## src/rtl/counter_cmd_gen_pkg.sv

```systemverilog
// counter_cmd_pkg: shared FSM state encoding and direction codes for counter_cmd_gen
package counter_cmd_pkg;
    typedef enum logic [1:0] {IDLE, HOLD, REPEAT, LOCK} state_e;
    localparam logic DIR_UP = 1'b0;
    localparam logic DIR_DN = 1'b1;
endpackage

```

## src/rtl/counter_cmd_gen_if.sv

```systemverilog
// counter_cmd_gen_if: button inputs and counter controls (E pulse, D direction, busy)
//   master drives btn_up/btn_dn and observes E/D/busy; slave is the command generator
interface counter_cmd_gen_if;
    logic btn_up;
    logic btn_dn;
    logic E;
    logic D;
    logic busy;
    modport master (output btn_up, btn_dn, input E, D, busy);
    modport slave (input btn_up, btn_dn, output E, D, busy);
endinterface

```

## src/rtl/counter_cmd_gen_btn_debounce.sv

```systemverilog
// btn_debounce: 2-FF sync, debounce and registered rise detect for one raw button
//   clk, rst (sync, active-low), raw (async button) -> db (debounced level), rise (1-cycle pulse on db 0->1)
module btn_debounce #(
    parameter int DEB_CYCLES = 16
) (
    input  logic clk,
    input  logic rst,
    input  logic raw,
    output logic db,
    output logic rise
);
    localparam int CW = $clog2(DEB_CYCLES + 1);
    logic s1_q, s2_q, db_q, rise_q;
    logic [CW-1:0] cnt_q;
    logic accept;
    // the synced level has now differed from db for DEB_CYCLES consecutive clocks
    assign accept = (s2_q != db_q) && (cnt_q == CW'(DEB_CYCLES - 1));
    always_ff @(posedge clk) begin
        if (!rst) begin
            s1_q   <= 1'b0;
            s2_q   <= 1'b0;
            db_q   <= 1'b0;
            rise_q <= 1'b0;
            cnt_q  <= '0;
        end else begin
            s1_q   <= raw;
            s2_q   <= s1_q;
            cnt_q  <= (s2_q == db_q || accept) ? '0 : cnt_q + 1'b1;
            db_q   <= accept ? s2_q : db_q;
            rise_q <= accept & s2_q;
        end
    end
    assign db   = db_q;
    assign rise = rise_q;
endmodule

```

## src/rtl/counter_cmd_gen.sv

```systemverilog
// counter_cmd_gen: turns up/down buttons into counter E pulses and D direction with hold auto-repeat
//   clk, rst (sync, active-low); bus.slave: btn_up, btn_dn in; E, D, busy out
module counter_cmd_gen
    import counter_cmd_pkg::*;
#(
    parameter int DEB_CYCLES    = 16,
    parameter int HOLD_CYCLES   = 5000,
    parameter int REPEAT_CYCLES = 1000
) (
    input logic               clk,
    input logic               rst,
    counter_cmd_gen_if.slave  bus
);
    localparam int TMAX = (HOLD_CYCLES > REPEAT_CYCLES) ? HOLD_CYCLES : REPEAT_CYCLES;
    localparam int TW   = $clog2(TMAX + 1);
    state_e        state_q;
    logic [TW-1:0] timer_q;
    logic          e_q, d_q;
    logic          up_db, dn_db, up_rise, dn_rise;
    logic          held, other, tick;
    btn_debounce #(.DEB_CYCLES(DEB_CYCLES)) u_up (
        .clk(clk), .rst(rst), .raw(bus.btn_up), .db(up_db), .rise(up_rise)
    );
    btn_debounce #(.DEB_CYCLES(DEB_CYCLES)) u_dn (
        .clk(clk), .rst(rst), .raw(bus.btn_dn), .db(dn_db), .rise(dn_rise)
    );
    // D doubles as the latched button: it only changes on a pulse leaving IDLE
    assign held  = (d_q == DIR_DN) ? dn_db : up_db;
    assign other = (d_q == DIR_DN) ? up_db : dn_db;
    assign tick  = timer_q == TW'(((state_q == HOLD) ? HOLD_CYCLES : REPEAT_CYCLES) - 1);
    always_ff @(posedge clk) begin
        if (!rst) begin
            state_q <= IDLE;
            timer_q <= '0;
            e_q     <= 1'b0;
            d_q     <= DIR_UP;
        end else begin
            e_q <= 1'b0;
            case (state_q)
                IDLE: begin
                    timer_q <= '0;
                    if (up_db && dn_db) begin
                        state_q <= LOCK;
                    end else if (up_rise ^ dn_rise) begin
                        e_q     <= 1'b1;
                        d_q     <= dn_rise ? DIR_DN : DIR_UP;
                        state_q <= HOLD;
                    end
                end
                HOLD, REPEAT: begin
                    if (other) begin
                        state_q <= LOCK;
                    end else if (!held) begin
                        state_q <= IDLE;
                    end else if (tick) begin
                        e_q     <= 1'b1;
                        state_q <= REPEAT;
                        timer_q <= '0;
                    end else if (timer_q != '1) begin
                        timer_q <= timer_q + 1'b1;
                    end
                end
                LOCK: if (!up_db && !dn_db) state_q <= IDLE;
                default: state_q <= IDLE;
            endcase
        end
    end
    assign bus.E    = e_q;
    assign bus.D    = d_q;
    assign bus.busy = (state_q != IDLE);
endmodule

```

## src/flat_wrapper.sv

```systemverilog
// flat-port wrapper written by rule: the top's interface ports become plain ports
module counter_cmd_gen_flat import counter_cmd_pkg::*;
#(
    parameter int DEB_CYCLES    = 16,
    parameter int HOLD_CYCLES   = 5000,
    parameter int REPEAT_CYCLES = 1000
)
  (clk, rst, bus_btn_up, bus_btn_dn, bus_E, bus_D, bus_busy);
  counter_cmd_gen_if bus_i ();
  input logic clk;
  input logic rst;
  input wire logic [$bits(bus_i.btn_up)-1:0] bus_btn_up;
  input wire logic [$bits(bus_i.btn_dn)-1:0] bus_btn_dn;
  output wire logic [$bits(bus_i.E)-1:0] bus_E;
  output wire logic [$bits(bus_i.D)-1:0] bus_D;
  output wire logic [$bits(bus_i.busy)-1:0] bus_busy;
  assign bus_i.btn_up = bus_btn_up;
  assign bus_i.btn_dn = bus_btn_dn;
  assign bus_E = bus_i.E;
  assign bus_D = bus_i.D;
  assign bus_busy = bus_i.busy;
  counter_cmd_gen #(.DEB_CYCLES(DEB_CYCLES), .HOLD_CYCLES(HOLD_CYCLES), .REPEAT_CYCLES(REPEAT_CYCLES)) u_core (.clk(clk), .rst(rst), .bus(bus_i));
endmodule
```

## config.mk

```make
export PLATFORM = sky130hd
export DESIGN_NAME = counter_cmd_gen_flat
export DESIGN_NICKNAME = d
export VERILOG_FILES = /design/src/rtl/counter_cmd_gen_pkg.sv /design/src/rtl/counter_cmd_gen_if.sv /design/src/rtl/counter_cmd_gen_btn_debounce.sv /design/src/rtl/counter_cmd_gen.sv /design/src/flat_wrapper.sv
export SDC_FILE = /design/constraint.sdc
export NUM_CORES = 1
export LEC_CHECK = 0
export CORE_MARGIN = 1.5
export CORE_UTILIZATION = 59
export CTS_CLUSTER_SIZE = 24
export DETAILED_ROUTE_END_ITERATION = 16
export GPL_TIMING_DRIVEN = 0
export PLACE_DENSITY = 0.9
export SYNTH_ARGS = -nofsm -noshare
export SYNTH_HDL_FRONTEND = slang
export SYNTH_SLANG_ARGS = --single-unit
```

## constraint.sdc

```tcl
create_clock -name clk -period 2.6 [get_ports clk]
set_clock_uncertainty 0.15 [all_clocks]
set_input_delay 0.52 -clock clk [delete_from_list [all_inputs] [get_ports clk]]
set_output_delay 0.52 -clock clk [all_outputs]
set_load 0.05 [all_outputs]
```

Word level (Yosys, flattened, before mapping)
Index checks and enable logic that the tools add are counted.
- output and inout port bits: 3
- bits of input ports: 4
- bits in registers: 35
- reductions and logical operators: 17
- add/sub/neg operators: 4
- equality and inequality tests: 17
- bitwise operators: 5
- muxes and demuxes: 22
- operators with widths (cell ; number):
    2-to-1 mux 13 bit ; 5
    case mux 13 bit (2 select lines) ; 1
    adder 13 x 1 -> 13 bit, second input constant ; 1
    equality test 13 bit ; 1
    inequality test 13 bit, second input constant ; 1
    subtractor 13 x 2 -> 13 bit, second input constant ; 1
    2-to-1 mux 2 bit ; 6
    adder 5 x 1 -> 5 bit, second input constant ; 2
    equality test 5 x 4 -> 1 bit, second input constant ; 2
    2-to-1 mux 1 bit ; 8
    inequality test 3 x 1 -> 1 bit, second input constant ; 2
    case mux 2 bit (3 select lines) ; 1
    AND reduction 3 bit ; 2
    OR reduction 2 bit ; 3
    equality test 2 bit, second input constant ; 2
    logical AND 1 bit ; 4
    inequality test 2 x 1 -> 1 bit, second input constant ; 2
    inequality test 4 bit, second input constant ; 1
    AND reduction 4 bit ; 1
    nonzero test 2 bit ; 2
    AND 1 bit ; 2
    equality test 1 bit ; 2
    equality test 2 x 1 -> 1 bit, second input constant ; 1
    logical NOT 1 bit ; 2
    other kinds (7) ; 10

Depth between registers and ports, before layout
- word-level depth: 8
- depth in mapped cells: 7

Modules after synthesis
A second synthesis with hierarchy kept.
- cells, all modules: 196
- area total of the unflattened synthesis: 1746.7 µm²
- modules (own cells, without submodules) (module ; instances ; area each (µm²) ; sequential area each (µm²) ; cells an instance):
    counter_cmd_gen ; 1 ; 1106.1 ; 340.3 ; 138
    btn_debounce ; 2 ; 320.3 ; 180.2 ; 29

Worst setup path before layout
No wires, ideal clock.
- kind: reg-to-reg
- start: reg u_core.d_q, in the netlist u_core.bus.D
- end: reg u_core.timer_q[5]
- data arrival time: 2109 ps
- path slack: 267 ps
- clock period less this slack: 2333 ps
- stages on the path, launching flop included: 7
- path through: dfxtp_1 > or3b_4 > a31o_4 > a21o_1 > buf_6 > or4_1 > a31oi_1
- longest elaborated chain between the ends: 3
- RTL lines (item ; line ; text):
    from (decl) ; counter_cmd_gen.sv:18 ; logic e_q, d_q;
    from (signal assigned) ; counter_cmd_gen.sv:46 ; d_q <= dn_rise ? DIR_DN : DIR_UP;
    2-to-1 mux 1 bit (on tied branches) ; counter_cmd_gen.sv:28, counter_cmd_gen.sv:29 ;
    inequality test 2 x 1 -> 1 bit (no source line) / inequality test 2 bit (equally long branches) ; n/a ;
    AND reduction 4 bit (no source line) (*) ; n/a ;
    to (signal assigned) ; counter_cmd_gen.sv:60 ; timer_q <= timer_q + 1'b1;
    to (decl) ; counter_cmd_gen.sv:17 ; logic [TW-1:0] timer_q;
Every way passes the cells marked *; elsewhere a longest branch is shown, timed or not.
A chain may end at the register's enable or synchronous reset.

Worst setup path after layout
- start: reg u_core.state_q[0]
- end: out bus_busy
- longest elaborated chain between the ends: 1
- RTL lines (item ; line ; text):
    from (decl) ; counter_cmd_gen.sv:16 ; state_e state_q;
    from (signal assigned) ; counter_cmd_gen.sv:33 ; state_q <= IDLE;
    from (signal assigned) ; counter_cmd_gen.sv:43 ; state_q <= LOCK;
    from (signal assigned) ; counter_cmd_gen.sv:47 ; state_q <= HOLD;
    nonzero test 2 bit ; counter_cmd_gen.sv:70 ; assign bus.busy = (state_q != IDLE);
    to (decl) ; flat_wrapper.sv:16 ; output wire logic [$bits(bus_i.busy)-1:0] bus_busy;
No other way between the ends.

==> impl_metrics.py <==
metrics = {
    "floorplan": {
        "pin_count": 7,
        "die_x_microns": 57.2,
        "dieHeight_microns": 57.2,
        "core_sq_um": 2780,
        "die_area_sq_um": 3270,
        "start_util": 0.623,
        "rows": 19,
    },
    "detailed_routing": {
        "via_per_inst": 6.00,
        "postRouteAntennaNets": 0,
        "avgRoutedWirePerCell_microns": 13.3,
        "wl_mm": 3.22,
        "initialDrtViolationCount": 63,
        "vias": 1453,
        "first_pass_iters": 4,
        "drc": 0,
    },
    "synthesis": {
        "yosys.area_share.simple": 0.284,
        "synth-xor-area-share": 0.0354,
        "yosysUniqueCellTypes": 43,
        "syn-num-nets": 210,
        "synth_mux_area_frac": 0.0303,
        "synth-seq-cells": 35,
        "ys.flop_type": "dfxtp_1",
        "async_flop_share": 0,
        "syn_inst": 197,
        "yosysSeqAreaShare": 0.404,
        "synth_edf_count": 0,
        "synth_compound_area_frac": 0.136,
        "yosys_warnings": 0,
        "syn_area_sq_um": 1730,
        "synth_top_family_by_area": "simple AND/OR/NAND/NOR gates",
        "synthAdderAreaFrac": 0.0650,
        "avgSynthCellArea_sq_um": 8.80,
    },
    "sta": {
        "setup_tns_ns": 0,
        "layout_min_cycle_time_ns": 2.37,
        "tightestPinTransition_ns": 0.615,
        "rsz0062_at_grt": "false",
        "final_hold_viol_count": 0,
        "finalWorstSetupSlack_ns": 0.231,
        "setup_viol": 0,
        "fmax_mhz": 422,
        "maxSlewViolCount": 0,
        "slew-limit-headroom": 0.587,
        "final.period_utilization": 0.911,
    },
    "finish": {
        "drive_gt1_frac": 0.0948,
        "n_antenna_cell": 0,
        "final_nets": 223,
        "syn2layout_area_growth_pct": 10.3,
        "ff_latch_area_sq_um": 701,
        "stdcell_area_sq_um": 1910,
        "fill_cells": 221,
        "multi_input_area_sq_um": 955,
        "layout_common_cells": "dfxtp_1 (35), nor2_1 (22), nand2_1 (17)",
        "layout_commonest_cell": "dfxtp_1",
        "fin_cells": 242,
    },
    "power_and_ir_drop": {
        "ir_worst_vdd_mv": 0.497,
        "power.leakage_nw": 0.704,
        "p_switching_mw": 0.270,
        "total_power_mw": 1.06,
        "pwr-share-comb": 0.115,
        "swShare": 0.254,
        "powerDensity_nw_per_um2": 557,
        "internal_power_mw": 0.794,
        "clockPowerShare": 0.365,
        "p_seq_frac": 0.519,
    },
    "global_route": {
        "grt.overflow.total": 0,
        "grtUsageTotal": 0.223,
        "grt_pass1_vias": 1333,
        "antenna_found_initial": 0,
        "grt_pass1_wl_mm": 5.72,
        "grt_max_degree": 13,
    },
    "clocking": {
        "root_buffer": "clkbuf_4",
        "postCtsSetupBuffers": 0,
        "holdBufCountCts": 0,
        "cts_sinks": 35,
        "max-clock-path-buffers": 2,
        "cts_made_buffers": 5,
        "clock_latency_ns": 0.34,
        "h-tree-depth": 2,
        "cts_tree": "yes",
        "clkTransAtPathRegs_ns": 0.11,
    },
    "hold_path": {
        "hp-class": "reg2reg",
        "hold_depth": 1,
    },
    "job": {
        "maxCapViolCount": 0,
    },
    "place": {
        "hpwl_mm": 2.31,
        "numPlacedInstances": 234,
        "place.gp.congestion": 0.844,
        "place_area_sq_um": 1830,
        "dp_worst_setup_slack_ns": 0.276,
        "port-buffer-count": 6,
    },
    "setup_path": {
        "crit_required_ns": 1.93,
        "crit_arrival_ns": 1.70,
        "cp-start-kind": "flop",
        "reg2regPathDepth": 6,
        "cp-end-kind": "output port",
        "crit_fanout": 5,
        "critPathKind": "reg2out",
    },
    "status": {
        "status": "complete, no violations",
    },
}
-- synth_stat cells, drive strengths merged, types with 3 or more instances --
| master | n | area (sq um) |
|---|---|---|
| a21oi | 10 | 50.1 |
| a31oi | 6 | 37.5 |
| and2 | 7 | 43.8 |
| and3 | 6 | 37.5 |
| buf | 4 | 35.0 |
| clkbuf | 3 | 12.5 |
| dfxtp | 35 | 701 |
| ha | 9 | 113 |
| inv | 8 | 30.0 |
| mux2i | 3 | 30.0 |
| nand2 | 17 | 63.8 |
| nand3 | 9 | 45.0 |
| nand4 | 5 | 31.3 |
| nor2 | 22 | 82.6 |
| nor3 | 5 | 25.0 |
| nor4bb | 3 | 30.0 |
| o21ai | 6 | 30.0 |
| or3 | 3 | 18.8 |
| or4 | 5 | 37.5 |
| xnor2 | 5 | 43.8 |
-- through the flow --
step / utilization / hold slack (ns)
global placement: 0.659 / 0.265
global route: 0.687 / 0.320
floorplan: - / 0.262
CTS: 0.687 / 0.296
detailed placement: 0.659 / 0.269
finish: 0.687 / 0.294
-- final cells by class --
| type | count | area share |
|---|---|---|
| clock buffers | 5 | 0.0196 |
| plain buffers | 7 | 0.0249 |
| clock inverters | 3 | 0.0229 |
| repair buffers | 6 | 0.0308 |
| flip-flops and latches | 35 | 0.366 |
| multi-input cells | 147 | 0.499 |
| well taps | 31 | 0.0203 |
| inverters | 8 | 0.0157 |
-- kinds of logic (layout without fill, tap and decap cells) --
logic type	after synthesis	in the layout
compound gates	35	35
fa+ha+maj	9	9
buf+inv	15	29
simple gates	91	91
flops	35	35
mux	5	5
xor+xnor	7	7
-- state kept, by name (all words and copies together), names as in the netlist --
name               cells
u_core.u_up.s2_q       1
u_core.u_dn.s1_q       1
u_core.u_up.rise       1
u_core.u_up.db         1
u_core.timer_q        13
u_core.u_up.s1_q       1
u_core.bus.D           1
u_core.u_dn.s2_q       1
u_core.u_dn.rise       1
u_core.u_up.cnt_q      5
u_core.u_dn.cnt_q      5
u_core.state_q         2
u_core.u_dn.db         1
u_core.bus.E           1
-- worst max-delay path: stages, from the launching register on --
cell and delay (ns):
dfxtp_1 0.42, inv_1 0.06, ha_1 0.25, inv_1 0.10, dlygate4sd2_1 0.52
-- layer usage --
| metal | track usage | vias to the layer above | share of wire |
|---|---|---|---|
| li1 | - | 736 | - |
| met1 | 0.290 | 669 | 0.46 |
| met2 | 0.345 | 39 | 0.45 |
| met3 | 0.0703 | 9 | 0.053 |
| met4 | 0.0930 | 0 | 0.027 |
| met5 | 0 | - | 0 |
-- power groups by stage --
stage                     clock network, mW  logic [mW]  registers [mW]
after floorplan                           0      0.0917           0.563
after global placement                    0       0.122           0.564
after global routing                  0.429       0.135           0.554
final                                 0.389       0.123           0.553
after CTS                             0.402       0.122           0.553
after detailed placement                  0       0.123           0.565
-- worst paths after layout --
check | from | endpoint | slack [ns]
setup / recovery | u_core.state_q[0]$_SDFFE_PN0P_ | bus_busy | 0.23
hold / removal | u_core.u_up.s1_q$_SDFF_PN0_ | u_core.u_up.s2_q$_SDFF_PN0_ | 0.29
setup reg to reg | u_core.timer_q[0]$_SDFFE_PN0P_ | u_core.timer_q[9]$_SDFFE_PN0P_ | 0.26
hold reg to reg | u_core.u_up.s1_q$_SDFF_PN0_ | u_core.u_up.s2_q$_SDFF_PN0_ | 0.29
-- repair_timing --
item	CTS	global route
gates resized for setup	1	0
setup endpoints to repair	1	0
hold endpoints to repair	0	0
(Power assumes the default switching activity.)
